--- config.mk ---
export PLATFORM = sky130hd
export DESIGN_NAME = id_ex_stage
export DESIGN_NICKNAME = d
export VERILOG_FILES = /design/src/rtl/id_ex_stage.sv
export SDC_FILE = /design/constraint.sdc
export NUM_CORES = 1
export LEC_CHECK = 0
export ABC_AREA = 0
export ABC_CLOCK_PERIOD_IN_PS = 3500
export CORE_AREA = 4 4 253 255
export DETAILED_ROUTE_END_ITERATION = 8
export DIE_AREA = 0 0 257 259
export GPL_TIMING_DRIVEN = 0
export MAX_ROUTING_LAYER = met4
export PLACE_DENSITY_LB_ADDON = 0.2
export RECOVER_POWER = 25
export SLEW_MARGIN = 40
export SYNTH_ARGS = -nofsm -noshare
export SYNTH_HDL_FRONTEND = slang
export SYNTH_SLANG_ARGS = --single-unit
--- constraint.sdc ---
create_clock -name clk -period 3.5 [get_ports clk]
set_input_delay 0.875 -clock clk [delete_from_list [all_inputs] [get_ports clk]]
set_output_delay 0.875 -clock clk [all_outputs]
set_load 0.05 [all_outputs]
--- src/rtl/id_ex_stage.sv ---
// ID/EX pipeline register with PC+4 and next-PC select; optional skid entry under ID_EX_SKID_BUF_EN.
// Latency: one cycle from decode accept to valid_e. Backpressure: E-side outputs hold while stalled.
// Without skid: ready_d is combinational. With skid: ready_d is registered as "skid entry empty".
module id_ex_stage #(
    parameter int XLEN  = 64,
    parameter int CTRLW = 12
) (
    input  logic             clk,
    input  logic             rst_n,
    input  logic             valid_d,
    output logic             ready_d,
    input  logic [XLEN-1:0]  pc_d,
    input  logic [XLEN-1:0]  imm_d,
    input  logic [XLEN-1:0]  rd1_d,
    input  logic [XLEN-1:0]  rd2_d,
    input  logic [4:0]       rs1_d,
    input  logic [4:0]       rs2_d,
    input  logic [4:0]       rd_d,
    input  logic [2:0]       funct3_d,
    input  logic [6:0]       op_d,
    input  logic [CTRLW-1:0] ctrl_d,
    output logic             valid_e,
    input  logic             ready_e,
    output logic [XLEN-1:0]  pc_e,
    output logic [XLEN-1:0]  imm_e,
    output logic [XLEN-1:0]  rd1_e,
    output logic [XLEN-1:0]  rd2_e,
    output logic [XLEN-1:0]  pcplus4_e,
    output logic [4:0]       rs1_e,
    output logic [4:0]       rs2_e,
    output logic [4:0]       rd_e,
    output logic [2:0]       funct3_e,
    output logic [6:0]       op_e,
    output logic [CTRLW-1:0] ctrl_e,
    input  logic             flush_e,
    input  logic             zero_e,
    input  logic             lt_e,
    input  logic             ltu_e,
    output logic [1:0]       pcsrc_e
);

    localparam logic [6:0] OP_JAL  = 7'b1101111;
    localparam logic [6:0] OP_JALR = 7'b1100111;
    localparam logic [6:0] OP_BR   = 7'b1100011;

    typedef struct packed {
        logic [XLEN-1:0]  pc;
        logic [XLEN-1:0]  imm;
        logic [XLEN-1:0]  rd1;
        logic [XLEN-1:0]  rd2;
        logic [4:0]       rs1;
        logic [4:0]       rs2;
        logic [4:0]       rd;
        logic [2:0]       funct3;
        logic [6:0]       op;
        logic [CTRLW-1:0] ctrl;
    } beat_t;

    beat_t in_dat;
    beat_t main_q, main_d;
    logic  vld_q, vld_d;
    logic  accept, consume;

    assign in_dat = '{pc: pc_d, imm: imm_d, rd1: rd1_d, rd2: rd2_d, rs1: rs1_d, rs2: rs2_d,
                      rd: rd_d, funct3: funct3_d, op: op_d, ctrl: ctrl_d};

    assign accept  = valid_d && ready_d;
    assign consume = vld_q && ready_e;

`ifdef ID_EX_SKID_BUF_EN
    beat_t skid_q, skid_d;
    logic  skid_vld_q, skid_vld_d;
    logic  rdy_q;

    assign ready_d = rdy_q;

    // ready_d low whenever skid is full, so accept never coincides with a skid drain.
    always_comb begin
        main_d     = main_q;
        skid_d     = skid_q;
        vld_d      = vld_q;
        skid_vld_d = skid_vld_q;
        if (flush_e) begin
            vld_d      = 1'b0;
            skid_vld_d = 1'b0;
        end else if (consume) begin
            if (skid_vld_q) begin
                main_d     = skid_q;
                skid_vld_d = 1'b0;
            end else if (accept) begin
                main_d = in_dat;
            end else begin
                vld_d = 1'b0;
            end
        end else if (accept) begin
            if (vld_q) begin
                skid_d     = in_dat;
                skid_vld_d = 1'b1;
            end else begin
                main_d = in_dat;
                vld_d  = 1'b1;
            end
        end
    end

    always_ff @(posedge clk or negedge rst_n) begin
        if (!rst_n) begin
            main_q     <= '0;
            skid_q     <= '0;
            vld_q      <= 1'b0;
            skid_vld_q <= 1'b0;
            rdy_q      <= 1'b0;
        end else begin
            main_q     <= main_d;
            skid_q     <= skid_d;
            vld_q      <= vld_d;
            skid_vld_q <= skid_vld_d;
            rdy_q      <= !skid_vld_d;
        end
    end
`else
    assign ready_d = !vld_q || ready_e;

    always_comb begin
        main_d = main_q;
        vld_d  = vld_q;
        if (flush_e) begin
            vld_d = 1'b0;
        end else if (accept) begin
            main_d = in_dat;
            vld_d  = 1'b1;
        end else if (consume) begin
            vld_d = 1'b0;
        end
    end

    always_ff @(posedge clk or negedge rst_n) begin
        if (!rst_n) begin
            main_q <= '0;
            vld_q  <= 1'b0;
        end else begin
            main_q <= main_d;
            vld_q  <= vld_d;
        end
    end
`endif

    assign valid_e   = vld_q;
    assign pc_e      = main_q.pc;
    assign imm_e     = main_q.imm;
    assign rd1_e     = main_q.rd1;
    assign rd2_e     = main_q.rd2;
    assign rs1_e     = main_q.rs1;
    assign rs2_e     = main_q.rs2;
    assign rd_e      = main_q.rd;
    assign funct3_e  = main_q.funct3;
    assign op_e      = vld_q ? main_q.op   : '0;
    assign ctrl_e    = vld_q ? main_q.ctrl : '0;
    assign pcplus4_e = main_q.pc + {{(XLEN-3){1'b0}}, 3'd4};

    logic br_taken;

    always_comb begin
        br_taken = 1'b0;
        case (main_q.funct3)
            3'b000:  br_taken = zero_e;
            3'b001:  br_taken = !zero_e;
            3'b100:  br_taken = lt_e;
            3'b101:  br_taken = !lt_e;
            3'b110:  br_taken = ltu_e;
            3'b111:  br_taken = !ltu_e;
            default: br_taken = 1'b0;
        endcase
    end

    always_comb begin
        pcsrc_e = 2'b00;
        if (vld_q) begin
            if (main_q.op == OP_JAL) begin
                pcsrc_e = 2'b01;
            end else if (main_q.op == OP_JALR) begin
                pcsrc_e = 2'b10;
            end else if (main_q.op == OP_BR && br_taken) begin
                pcsrc_e = 2'b01;
            end
        end
    end

endmodule
**After elaboration in Yosys (flattened, before gate mapping)**

Cells that the tools add are included.

- Output and inout port bits: 361
- Register bits after elaboration: 294

- Reductions and logical operators: 11
- Multiplexer cells: 10
- Add/sub/neg operators: 1
- Equal/unequal tests: 8
- Bitwise logic cells: 1

Operator list:

| kind | number |
|---|---|
| 64-bit by 3-bit adder with 64-bit output (second input constant) | 1 |
| 7-bit equality test (second input constant) | 3 |
| 3-bit equality test (second input constant) | 4 |
| 12-bit two-way mux | 1 |
| 7-bit two-way mux | 1 |
| 2-bit two-way mux | 3 |
| 1-bit one-hot mux with 6 select lines | 1 |
| 1-bit zero test | 4 |
| 1-bit two-way mux | 4 |
| 3-bit by 1-bit equality test with 1-bit output (second input constant) | 1 |
| 1-bit logical AND | 3 |
| 3-bit zero test | 1 |
| 3-bit nonzero test | 1 |
| 2-bit AND reduction | 1 |
| 1-bit logical OR | 1 |
| 1-bit inverter | 1 |

**Longest topological paths before layout**

- Depth in word-level cells: 7
- Mapped depth: 7

**Least setup slack after synthesis**

OpenSTA, ideal clock, no wires.

- Kind: register to output
- Start: register vld_q, in the netlist valid_e
- End: output pcsrc_e[1]
- Data arrival time: 2.717 ns
- Slack: -0.092 ns
- Cell stages (with the launch flop): 5
- Cell sequence: dfrtp_1 -> clkbuf_1 -> and2_1 -> nand4_1 -> nor3b_1

- Longest elaborated chain between the ends: 1

Ends and longest elaborated chain:

| element | line | source |
|---|---|---|
| start: declaration | 61 | `logic vld_q, vld_d;` |
| start signal: assignment | 143 | `vld_q <= vld_d;` |
| 2-bit two-way mux | 178 | `if (vld_q) begin` |
| end: declaration | 39 | `output logic [1:0] pcsrc_e` |

Every way passes these cells.

**Worst setup path in the final report**

- Start: register main_q (netlist bit pc_e[14])
- End: output pcplus4_e[55]

- Longest elaborated chain between the ends: 1

Ends and longest elaborated chain:

| element | line | source |
|---|---|---|
| start: declaration | 60 | `beat_t main_q, main_d;` |
| start signal: assignment | 142 | `main_q <= main_d;` |
| 64-bit by 3-bit adder with 64-bit output | 159 | `assign pcplus4_e = main_q.pc + {{(XLEN-3){1'b0}}, 3'd4};` |
| end: declaration | 28 | `output logic [XLEN-1:0] pcplus4_e,` |

Every way passes these cells.

==> impl_metrics.yaml <==
floorplan:
  dieWidth_um: 257
  initial_core_util: 0.234
  ios: 662
  core_um2: 61600
  dieArea_um2: 66600
  rows: 91
  die_h_um: 259
critical_path:
  crit_path_start: "pc_e[14]$_DFFE_PN0P_"
  cp.arrival_ns: 2.58
  r2r_start: "valid_e$_DFFE_PN0P_"
  crit_path_end_kind: "output port"
  worstSetupPathType: "flip-flop to output port"
  critPathLaunchType: "flip-flop"
  crit_buf_inv: 3
  max_stage_delay_ns: 0.43
  cp_top_family: "simple AND/OR/NAND/NOR gates"
  path_max_fanout: 5
  cpMostUsedCell: "buf_4"
  path_cells: "nand4_4, nor3_4, nand4_1, buf_4, buf_4, nor3_1, xor2_1, buf_2"
  cp.required_ns: 2.62
  slowest_stage: "dfrtp_2"
power_and_ir_drop:
  power_uw: 14800
  ir_drop_v: 0.000419
  leakage_uw: 0.0104
  cellPowerDensity_nw_per_um2: 619
global_route:
  top_usage_layer: "met2"
  grt_pass1_wl_um: 77600
  antenna_found_initial: 12
  met1_usage: 0.162
  grt_max_degree: 69
  met2_usage: 0.280
  grt_pass1_vias: 12100
  grt_util_met3: 0.0619
  grt_usage: 0.158
  grt_overflow: 0
sta:
  slew_headroom: -0.0109
  finalSetupViolCount: 0
  final_hold_viol_count: 0
  worst_slew_pin_slew_ns: 1.52
  final_max_slew_viol_count: 54
  fin_setup_tns_ns: 0
  rsz0062_at_grt: "true"
  fmax_mhz: 289
  fin_skew_ns: 0.0138
  period_needed_ns: 3.46
  period_share: 0.988
  setup_slack_ns: 0.0413
worst_hold_path:
  worstHoldStart: "main_q[4]$_DFFE_PN0P_"
  hp-class: "flip-flop to flip-flop"
clocking:
  insertion_delay_ns: 0.55
  path_clk_slew_ns: 0.06
  htree_levels: 2
  clock-sinks: 294
  cts_made_buffers: 40
  cts_root_buffer: "clkbuf_16"
  cts_max_path_buffers: 3
  cts_tree: "done"
placement:
  gp_congestion: 0.854
  io_buffers: 661
  pre_cts_slack_ns: -0.610
  dpl-instance-area_um2: 22200
  dp_hpwl_um: 42000
outcome:
  status: "complete, but fails checks"
  violations: "max-capacitance violations, max-slew violations"
yosys:
  syn_area_um2: 14400
  ys_ff_latch: 294
  synth.net_count: 1442
  ys_seq_area_frac: 0.509
  ys.warnings.count: 0
  synth_cell_types: 34
  syn_inst: 1140
  synth.avg_cell_area_um2: 12.7
routing:
  drt-wirelength-per-cell_um: 19.2
  drt-initial-drc-count: 340
  ant_nets: 0
  via_per_inst: 3.99
  drc_errors: 0
  dr.pass1.iters: 5
  num_vias: 11000
  routed_wl_um: 53000
job:
  drv_cap: 1
layout:
  final_net_count: 2185
  fin_area_um2: 24000
  area_delta_synth_final_pct: 65.9
  layout-drive-gt1-share: 0.429
  num-fill-cells: 5956
[final timing paths]
check	cells past startpoint	end	slack, ns
max	8	pcplus4_e[55]	0.04
min	1	main_q[4]$_DFFE_PN0P_	0.50
max reg2reg	6	imm_e[62]$_DFFE_PN0P_	0.93
min reg2reg	1	main_q[4]$_DFFE_PN0P_	0.50
max in group asynchronous	3	imm_e[1]$_DFFE_PN0P_	0.49
min in group asynchronous	1	rs2_e[2]$_DFFE_PN0P_	0.71
[routing by layer]
metal / up-vias / routed length, um
li1: 5108 / -
met2: 402 / 28000
met3: 74 / 4650
met4: 0 / 1390
met1: 5436 / 19000
met5: - / 0
[area by class of cell]
cell class              instances  area (um^2)  area share
diodes                         12         30.0     0.00125
plain buffers                 313         2250      0.0940
clock buffers                  56         1120      0.0468
clock inverters                13          186     0.00778
inverters                       7         26.3     0.00110
multi-input cells             525         5090       0.212
flip-flops and latches        294         7390       0.308
well taps                     837         1050      0.0437
repair buffers                702         6820       0.285
[what timing repair did]
action / 4_1_cts / 5_1_grt
buffers inserted: 24 / 13
endpoints found under the setup margin: 68 / 48
resized for setup: 261 / 84
hold buffers: 0 / 0
pin swaps: 13 / 13
[per-stage QoR]
step	std cells	utilization	hold WS (ns)
2_1_floorplan	1140	-	0.472
3_3_place_gp	2638	0.359	0.483
3_5_place_dp	2642	0.361	0.489
4_1_cts	2734	0.387	0.248
5_1_grt	2759	0.389	0.514
6_report	2759	0.389	0.497
[flip-flops by register name, summed over array words and instances, names as in the netlist]
signal / cells
funct3_e: 3
rs1_e: 5
rd1_e: 64
imm_e: 64
rd_e: 5
pc_e: 64
main_q: 19
valid_e: 1
rs2_e: 5
rd2_e: 64
[placed cells by master (no fill, tap or decap), types with 24 or more instances in the layout]
| cell type | n |
|---|---|
| dfrtp_1 | 266 |
| nand2_1 | 35 |
| mux2_2 | 288 |
| dfrtp_2 | 28 |
| clkbuf_16 | 40 |
| clkdlybuf4s50_1 | 590 |
| xnor2_1 | 24 |
| buf_2 | 48 |
| buf_4 | 321 |
| xor2_1 | 36 |
[logic make-up after synthesis]
family | after synthesis | share of synthesized area
AO/OA/AOI/OAI | 7 | 0.00243
buffers and inverters | 321 | 0.158
AND/OR/NAND/NOR | 166 | 0.0666
multiplexers | 289 | 0.225
adder cells (fa/ha/maj) | 1 | 0.000866
XOR/XNOR | 62 | 0.0376
flip-flops | 294 | 0.509
[power by group]
| part | total (uW) | internal, uW | switching (uW) |
|---|---|---|---|
| logic | 6250 | 2620 | 3630 |
| clock network | 4130 | 2530 | 1600 |
| registers | 4450 | 3990 | 454 |
| total | 14800 | 9140 | 5680 |
[cells in the mapped netlist]
cell	count	share of area
dfrtp_1	294	0.51
mux2_2	288	0.22
buf_4	276	0.14
xor2_1	38	0.023
nand2_1	36	0.0094
buf_2	32	0.011
nor2_1	27	0.0070
xnor2_1	24	0.015
nand3_1	22	0.0076
and2_1	19	0.0082
nand4_1	15	0.0065
nor3_1	10	0.0035
inv_1	7	0.0018
nor4_1	7	0.0030
clkbuf_1	6	0.0016
o21ai_0	6	0.0021
and3_1	4	0.0017
nor4_2	4	0.0035
nand4_4	3	0.0044
nor3_2	3	0.0021
and3_2	2	0.0010
nand2b_1	2	0.00087
nand4_2	2	0.0017
nor2b_1	2	0.00087
nor3b_1	2	0.0010
a21oi_1	1	0.00035
and3b_1	1	0.00061
and3b_2	1	0.00069
and4_1	1	0.00061
ha_1	1	0.00087
mux2i_1	1	0.00069
nand3_2	1	0.00069
nor3_4	1	0.0011
or3_1	1	0.00043
Power figures use the tool's default switching activity.
